===== src/rtl/cpu_pkg.sv =====
// Shared CPU constants: load opcode and load funct3 encodings, plus a helper
// that tells whether a funct3 value names a supported load width.
package cpu_pkg;

  localparam logic [6:0] OP_LOAD = 7'b0000011;

  localparam logic [2:0] F3_LB  = 3'b000;
  localparam logic [2:0] F3_LH  = 3'b001;
  localparam logic [2:0] F3_LW  = 3'b010;
  localparam logic [2:0] F3_LBU = 3'b100;
  localparam logic [2:0] F3_LHU = 3'b101;

  function automatic logic f3_is_load(input logic [2:0] f3);
    return (f3 == F3_LB) || (f3 == F3_LH) || (f3 == F3_LW) ||
           (f3 == F3_LBU) || (f3 == F3_LHU);
  endfunction

endpackage


===== src/rtl/load_extender.sv =====
// Combinational load alignment: picks the byte/half/word addressed by offset
// out of the SRAM word and sign- or zero-extends it to 32 bits.
// Ports:
//   word   - 32-bit memory word
//   offset - low two address bits
//   funct3 - load width/sign selector
//   result - aligned, extended value (0 for unsupported funct3)
module load_extender
  import cpu_pkg::*;
(
  input  logic [31:0] word,
  input  logic [1:0]  offset,
  input  logic [2:0]  funct3,
  output logic [31:0] result
);

  logic [7:0]  byte_sel;
  logic [15:0] half_sel;

  always_comb begin
    byte_sel = '0;
    unique case (offset)
      2'd0: byte_sel = word[7:0];
      2'd1: byte_sel = word[15:8];
      2'd2: byte_sel = word[23:16];
      2'd3: byte_sel = word[31:24];
    endcase
    half_sel = offset[1] ? word[31:16] : word[15:0];
  end

  always_comb begin
    result = '0;
    case (funct3)
      F3_LB:   result = {{24{byte_sel[7]}}, byte_sel};
      F3_LBU:  result = {24'd0, byte_sel};
      F3_LH:   result = {{16{half_sel[15]}}, half_sel};
      F3_LHU:  result = {16'd0, half_sel};
      F3_LW:   result = word;
      default: result = '0;
    endcase
  end

endmodule


===== src/rtl/load_align_wb.sv =====
// MEM/WB pipeline register with load alignment and a hold buffer that keeps
// the SRAM read word alive while the WB stage is stalled.
// Ports:
//   clk, rst                 - clock, synchronous active-high reset
//   stall, flush             - hold M/W (priority) / insert bubble
//   M_op, M_funct3, M_alu_out, M_rd, M_reg_write - MEM-stage instruction
//   dm_data_out              - SRAM read word, valid on first W cycle of a load
//   W_rd, W_reg_write, W_wb_data, W_is_load      - WB-stage results
module load_align_wb
  import cpu_pkg::*;
(
  input  logic        clk,
  input  logic        rst,
  input  logic        stall,
  input  logic        flush,
  input  logic [6:0]  M_op,
  input  logic [2:0]  M_funct3,
  input  logic [31:0] M_alu_out,
  input  logic [4:0]  M_rd,
  input  logic        M_reg_write,
  input  logic [31:0] dm_data_out,
  output logic [4:0]  W_rd,
  output logic        W_reg_write,
  output logic [31:0] W_wb_data,
  output logic        W_is_load
);

  // The opcode is only ever consumed as "is this a load", so it is stored
  // already reduced to that flag.
  logic        is_load_q, is_load_d;
  logic [2:0]  funct3_q,  funct3_d;
  logic [31:0] alu_q,     alu_d;
  logic [4:0]  rd_q,      rd_d;
  logic        rw_q,      rw_d;
  logic [31:0] hold_q,    hold_d;
  logic        fresh_q,   fresh_d;

  logic [31:0] load_word;
  logic [31:0] ext_result;

  always_comb begin
    is_load_d = is_load_q;
    funct3_d  = funct3_q;
    alu_d     = alu_q;
    rd_d      = rd_q;
    rw_d      = rw_q;
    hold_d    = hold_q;
    fresh_d   = fresh_q;
    if (rst) begin
      is_load_d = 1'b0;
      funct3_d  = '0;
      alu_d     = '0;
      rd_d      = '0;
      rw_d      = 1'b0;
      hold_d    = '0;
      fresh_d   = 1'b1;
    end else if (!stall) begin
      if (flush) begin
        is_load_d = 1'b0;
        funct3_d  = '0;
        alu_d     = '0;
        rd_d      = '0;
        rw_d      = 1'b0;
      end else begin
        is_load_d = (M_op == OP_LOAD);
        funct3_d  = M_funct3;
        alu_d     = M_alu_out;
        rd_d      = M_rd;
        rw_d      = M_reg_write;
      end
      fresh_d = 1'b1;
    end else if (is_load_q && fresh_q) begin
      // First W cycle of a stalled load: SRAM output moves on next cycle,
      // so keep our own copy.
      hold_d  = dm_data_out;
      fresh_d = 1'b0;
    end
  end

  always_ff @(posedge clk) begin
    is_load_q <= is_load_d;
    funct3_q  <= funct3_d;
    alu_q     <= alu_d;
    rd_q      <= rd_d;
    rw_q      <= rw_d;
    hold_q    <= hold_d;
    fresh_q   <= fresh_d;
  end

  assign load_word = fresh_q ? dm_data_out : hold_q;

  load_extender u_ext (
    .word   (load_word),
    .offset (alu_q[1:0]),
    .funct3 (funct3_q),
    .result (ext_result)
  );

  assign W_rd        = rd_q;
  assign W_is_load   = is_load_q;
  assign W_wb_data   = is_load_q ? ext_result : alu_q;
  assign W_reg_write = rw_q && (rd_q != 5'd0) && (!is_load_q || f3_is_load(funct3_q));

endmodule


===== config.mk =====
export PLATFORM = sky130hd
export DESIGN_NAME = load_align_wb
export DESIGN_NICKNAME = d
export VERILOG_FILES = /design/src/rtl/cpu_pkg.sv /design/src/rtl/load_extender.sv /design/src/rtl/load_align_wb.sv
export SDC_FILE = /design/constraint.sdc
export NUM_CORES = 1
export LEC_CHECK = 0
export CAP_MARGIN = 20
export CORE_MARGIN = 10
export CORE_UTILIZATION = 40
export CTS_CLUSTER_SIZE = 40
export DETAILED_ROUTE_END_ITERATION = 7
export DONT_BUFFER_PORTS = 1
export GPL_TIMING_DRIVEN = 0
export MAX_ROUTING_LAYER = met4
export PLACE_DENSITY_LB_ADDON = 0.1
export REMOVE_ABC_BUFFERS = 1
export SETUP_SLACK_MARGIN = 0.05
export SLEW_MARGIN = 20
export SYNTH_ARGS = -nofsm -noshare
export SYNTH_HDL_FRONTEND = slang
export SYNTH_HIERARCHICAL = 1
export SYNTH_SLANG_ARGS = --single-unit

===== constraint.sdc =====
create_clock -name clk -period 4.7 [get_ports clk]
set_input_delay 0.705 -clock clk [delete_from_list [all_inputs] [get_ports clk]]
set_output_delay 0.705 -clock clk [all_outputs]
set_load 0.05 [all_outputs]

Yosys cells after proc, flatten, opt, wreduce, memory -nomap -nowiden
Cells that the tools add are included.

Bits of input ports: 84. Bits in registers: 75.

Bitwise operators: 1. Multiplexer cells: 10. Eq/ne operators: 8. Reductions and logical operators: 14.

Operators with widths (number): $pmux W32 S5 (1); $mux W32 (3); $pmux W8 S4 (1); $mux W16 (1); $eq A7 B2 Y1 const B (1); $eq A3 B3 Y1 const B (2); $logic_or A1 B1 Y1 (5); $mux W5 (1); $reduce_bool A5 Y1 (1); $eq A2 B2 Y1 const B (2); $eq A3 B1 Y1 const B (1); $eq A3 B2 Y1 const B (1); $logic_and A1 B1 Y1 (3); $logic_not A3 Y1 (1); $mux W3 (1); $eq A2 B1 Y1 const B (1); $logic_not A2 Y1 (1); $mux W1 (2); $reduce_and A2 Y1 (1); $reduce_or A2 Y1 (1); $logic_not A1 Y1 (1); $not A1 Y1 (1).

Depth between registers and ports, before layout
Word-level depth: 7. Depth in mapped cells: 8. Gate-level depth less buffers: 5.

Modules after synthesis
The synthesis kept the hierarchy.

By module, submodules not included: load_align_wb (instances 1, sequential area each 1501.4 um2, area each 3316.9 um2, cells an instance 320); load_extender (instances 1, sequential area each 0.0 um2, area each 1066.0 um2, cells an instance 128).

Worst setup path before layout
OpenSTA, ideal clock, no wires.

Path kind: reg2out. Start point: register fresh_q. End point: output port W_wb_data[16]. Buffers on the path: 3. Stages on the path, launching flop included: 9. Path slack: 1.799 ns. Required time: 3.995 ns. Arrival time: 2.196 ns. Cell sequence: dfxtp_1 buf_4 buf_2 mux2_2 mux2_2 a22oi_4 buf_2 a211oi_1 mux2_2.

Word-level cells in the longest chain between the ends: 4. Elaborated cells on any way between the ends: 5.

RTL lines: start, declared (line load_align_wb.sv:36) `logic fresh_q, fresh_d;`; start signal, assigned (line load_align_wb.sv:87) `fresh_q <= fresh_d;`; $mux W32 * (line load_align_wb.sv:90) `assign load_word = fresh_q ? dm_data_out : hold_q;`; net load_word[15] (line load_align_wb.sv:38) `logic [31:0] load_word;`; $pmux W8 S4 or $mux W16 (tied branches) (line load_extender.sv:22, load_extender.sv:28); $pmux W32 S5 * (line load_extender.sv:33) `case (funct3)`; net ext_result[16] (line load_align_wb.sv:39) `logic [31:0] ext_result;`; $mux W32 * (line load_align_wb.sv:101) `assign W_wb_data = is_load_q ? ext_result : alu_q;`; end, declared (line load_align_wb.sv:24) `output logic [31:0] W_wb_data,`.

Mark *: on every way through the listed nets, which the timed path passes. The rest lies on a longest branch.

Worst setup path after layout
Start point: register funct3_q[1]. End point: output port W_wb_data[29].

Word-level cells in the longest chain between the ends: 3. Elaborated cells on any way between the ends: 7.

RTL lines: start, declared (line load_align_wb.sv:31) `logic [2:0] funct3_q, funct3_d;`; start signal, assigned (line load_align_wb.sv:82) `funct3_q <= funct3_d;`; $eq A3 B2 Y1, or another cell as far along (line load_extender.sv:33); $pmux W32 S5 * (line load_extender.sv:33); net ext_result[29] (line load_align_wb.sv:39); $mux W32 * (line load_align_wb.sv:101).

Marks and branches as above.

==> impl_metrics.csv <==
group,metric,value,unit
worst_setup_path,r2r_cells,3,
worst_setup_path,rrSetupSlack,2.66,ns
cts,cts_setup_buffers,0,
floorplan,die_h,124.7,microns
outcome,outcome,"finished, final reports clean",
logic_synthesis,ys_ff_latch,75,
finish,area_growth,3.968,%
cts,cts_tree,"yes",
logic_synthesis,muxShareOfSynthArea,0.2095,
cts,htree_levels,3,
logic_synthesis,ys_seq_area_frac,0.3426,
grt,grt_start_max_net_pins,39,
finish,fin_cells,562,
place,gp_congestion,0.7459,
power_and_ir_drop,powerDensity,310.5,nW/um^2
grt,use_met2,0.2416,
logic_synthesis,synth_cells,448,
logic_synthesis,synth_compound_area_frac,0.2649,
cts,cts_buffer_depth,2,
logic_synthesis,synth_top_family_by_area,"compound AO/OA/AOI/OAI gates",
grt,grt_usage,0.1648,
routing,drt-vias-per-instance,5.977,
worst_setup_path,critPathCaptureType,"output port",
logic_synthesis,avgSynthCellArea,9.783,sq um
sta,rsz0062_at_grt,"no",
sta,fin_crit,3.946,ns
sta,final-hold-violation-count,0,
routing,wirelength,12.83,mm
worst_setup_path,slowest_stage,"dfxtp_1",
grt,grt_pass1_wl,20.34,mm
min_path,hp-class,"input pin to flip-flop",
grt,grt_remaining_overflow,0,
sta,max_slew.worst_pin.slew,1.081,ns
cts,numCtsBuffers,9,
worst_setup_path,slowest_delay,0.96,ns
sta,drv_slew,0,
floorplan,core,10790,sq um
worst_setup_path,crit_end,"W_wb_data[29]",
sta,max-slew-margin-rel,0.2819,
finish,utilization,0.4222,
run,drv_cap,0,
finish,final_nets,501,
sta,whs,0.4005,ns
floorplan,die_w,124.7,microns
sta,finalSetupViolations,0,
place,post-place-ws,1.212,ns
routing,drtAntennaViolNets,0,
sta,fmax,0.2534,GHz
routing,vias,3359,
finish,antennaDiodeCount,0,
power_and_ir_drop,ir_drop,0.2079,mV
cts,clockRootBuffer,"clkbuf_8",
worst_setup_path,arrival,3.24,ns
power_and_ir_drop,p_leak,1.571,nW
sta,setup_tns,0,ns
worst_setup_path,crit_buf_inv,1,
logic_synthesis,syn-cell-area,4383,sq um
sta,clock_skew,0.006717,ns
floorplan,initial_core_util,0.4061,
cts,clk_pin_slew_worst_paths,0.08,ns
grt,antenna_found_initial,0,
logic_synthesis,yosysWarnings,6,
grt,busiest_layer,"met2",
grt,grt_pass1_vias,3538,
logic_synthesis,synthAdderAreaFrac,0,
cts,clock_latency,0.36,ns
worst_setup_path,worstSetupStartpoint,"funct3_q[1]",
logic_synthesis,synth_cell_type_count,38,
place,port_buffers,0,
grt,gr-usage-met3,0.05191,
sta,setup_ws,0.7540,ns
logic_synthesis,synthSimpleGateAreaFrac,0.1082,
place,dpl-instance-area,4342,sq um
worst_setup_path,path_depth,4,
cts,ctsHoldBuffers,0,
routing,drtPass1Iterations,5,
worst_setup_path,worstPathRequired,3.99,ns
worst_setup_path,cp_max_fo,25,
floorplan,io_pins,123,
finish,drive_gt1_frac,0.3081,
routing,routedWlPerCell,22.84,microns
power_and_ir_drop,power,1.415,mW
routing,route.detailed.drc,0,
sta,finalCritPeriodShare,0.8396,
grt,use_met1,0.2165,
place,dp_hpwl,9.009,mm
cts,clkSinkCount,75,
cts,post_cts_resized,0,
floorplan,rows,38,
worst_setup_path,critPathKind,"flip-flop to output port",
finish,fin_area,4557,sq um
worst_setup_path,startpoint_type,"flip-flop",
worst_setup_path,cp_cell_sequence,"clkinv_1 -> a21boi_2 -> a211oi_1 -> mux2_2",
worst_setup_path,r2r-start,"W_is_load",
worst_setup_path,crit_family,"flip-flops",
place,dp.cells,546,
worst_setup_path,r2r_end,"hold_q[4]",
logic_synthesis,synth_xor_xnor_area_share,0,
floorplan,die_area,15540,sq um
routing,drt_iter0_drc,265,
## power breakdown
part	total, mW	internal, mW	switching, mW
combinational	0.188	0.0717	0.116
sequential	0.673	0.648	0.0245
clock	0.554	0.298	0.256
## how the worst min path moves through the flow
stage | startpoint | end | slack [ns] | cells past startpoint
final | rst | hold_q[23] | 0.40 | 1
after floorplan | hold_q[0] | hold_q[0] | 0.43 | 2
after detailed placement | hold_q[8] | hold_q[8] | 0.44 | 2
after global placement | hold_q[9] | hold_q[9] | 0.43 | 2
after CTS | rst | hold_q[23] | 0.39 | 1
after global routing | rst | hold_q[23] | 0.38 | 1
## kinds of logic after synthesis
| kind of cell | after synthesis |
|---|---|
| AO/OA/AOI/OAI | 144 |
| AND/OR/NAND/NOR | 98 |
| multiplexers | 82 |
| flip-flops | 75 |
| buffers and inverters | 49 |
## per-layer routing
metal,vias up,wire length [microns]
li1,1620,-
met1,1620,6087
met2,111,5759
met3,8,877
met4,0,110
met5,-,0
## cell usage in the layout (no fill, tap or decap), drive strengths merged, types with 9 or more instances in the layout
cell type	instances
mux2	75
a211oi	16
nand2	75
a22o	41
a21oi	33
clkbuf	9
a22oi	25
dfxtp	75
o21ai	12
## synth_stat cells
cell type  number  share of area
dfxtp_1        75           0.34
nand2_1        75          0.064
mux2_2         74           0.19
a22o_1         41          0.082
a22oi_1        24          0.041
buf_2          22          0.025
a21oi_1        20          0.023
a211oi_1       16          0.027
a21oi_2        13          0.026
buf_6          12          0.031
o21ai_0         8         0.0091
a222oi_1        7          0.016
buf_4           7          0.012
mux2i_1         7          0.016
o221ai_2        7          0.024
or4bb_1         7          0.018
clkbuf_1        6         0.0051
nor2_1          3         0.0026
nor2b_1         3         0.0043
o21ai_1         3         0.0034
a21boi_2        1         0.0026
a22oi_4         1         0.0049
a2bb2oi_1       1         0.0020
and3_1          1         0.0014
clkinv_1        1        0.00086
inv_1           1        0.00086
mux2_4          1         0.0034
nand2b_2        1         0.0020
nand3_1         1         0.0011
nand4_1         1         0.0014
nor3_1          1         0.0011
nor3_4          1         0.0037
nor3b_2         1         0.0029
nor4b_1         1         0.0020
o211ai_1        1         0.0017
o21ai_2         1         0.0020
or2_2           1         0.0014
or3b_1          1         0.0020
## worst reg2reg max path, delay by kind of cell, from the launching register on
| family | cells | cell delay [ns] |
|---|---|---|
| simple gates | 2 | 1.06 |
| flops | 1 | 0.80 |
| compound gates | 1 | 0.07 |
## area by class of cell
class / count / area [sq um]
sequential: 75 / 1508
timing repair buffer: 5 / 81.33
fill: 1095 / 6236
inverter: 2 / 7.507
clock inverter: 7 / 91.34
clock buffer: 9 / 123.9
multi-input combinational: 324 / 2570
tap: 140 / 175.2
## state kept, by name, indices dropped and copies added, names as in the netlist
| name | count |
|---|---|
| W_rd | 5 |
| alu_q | 32 |
| W_is_load | 1 |
| fresh_q | 1 |
| hold_q | 32 |
| funct3_q | 3 |
| rw_q | 1 |
(Power assumes the default switching activity.)
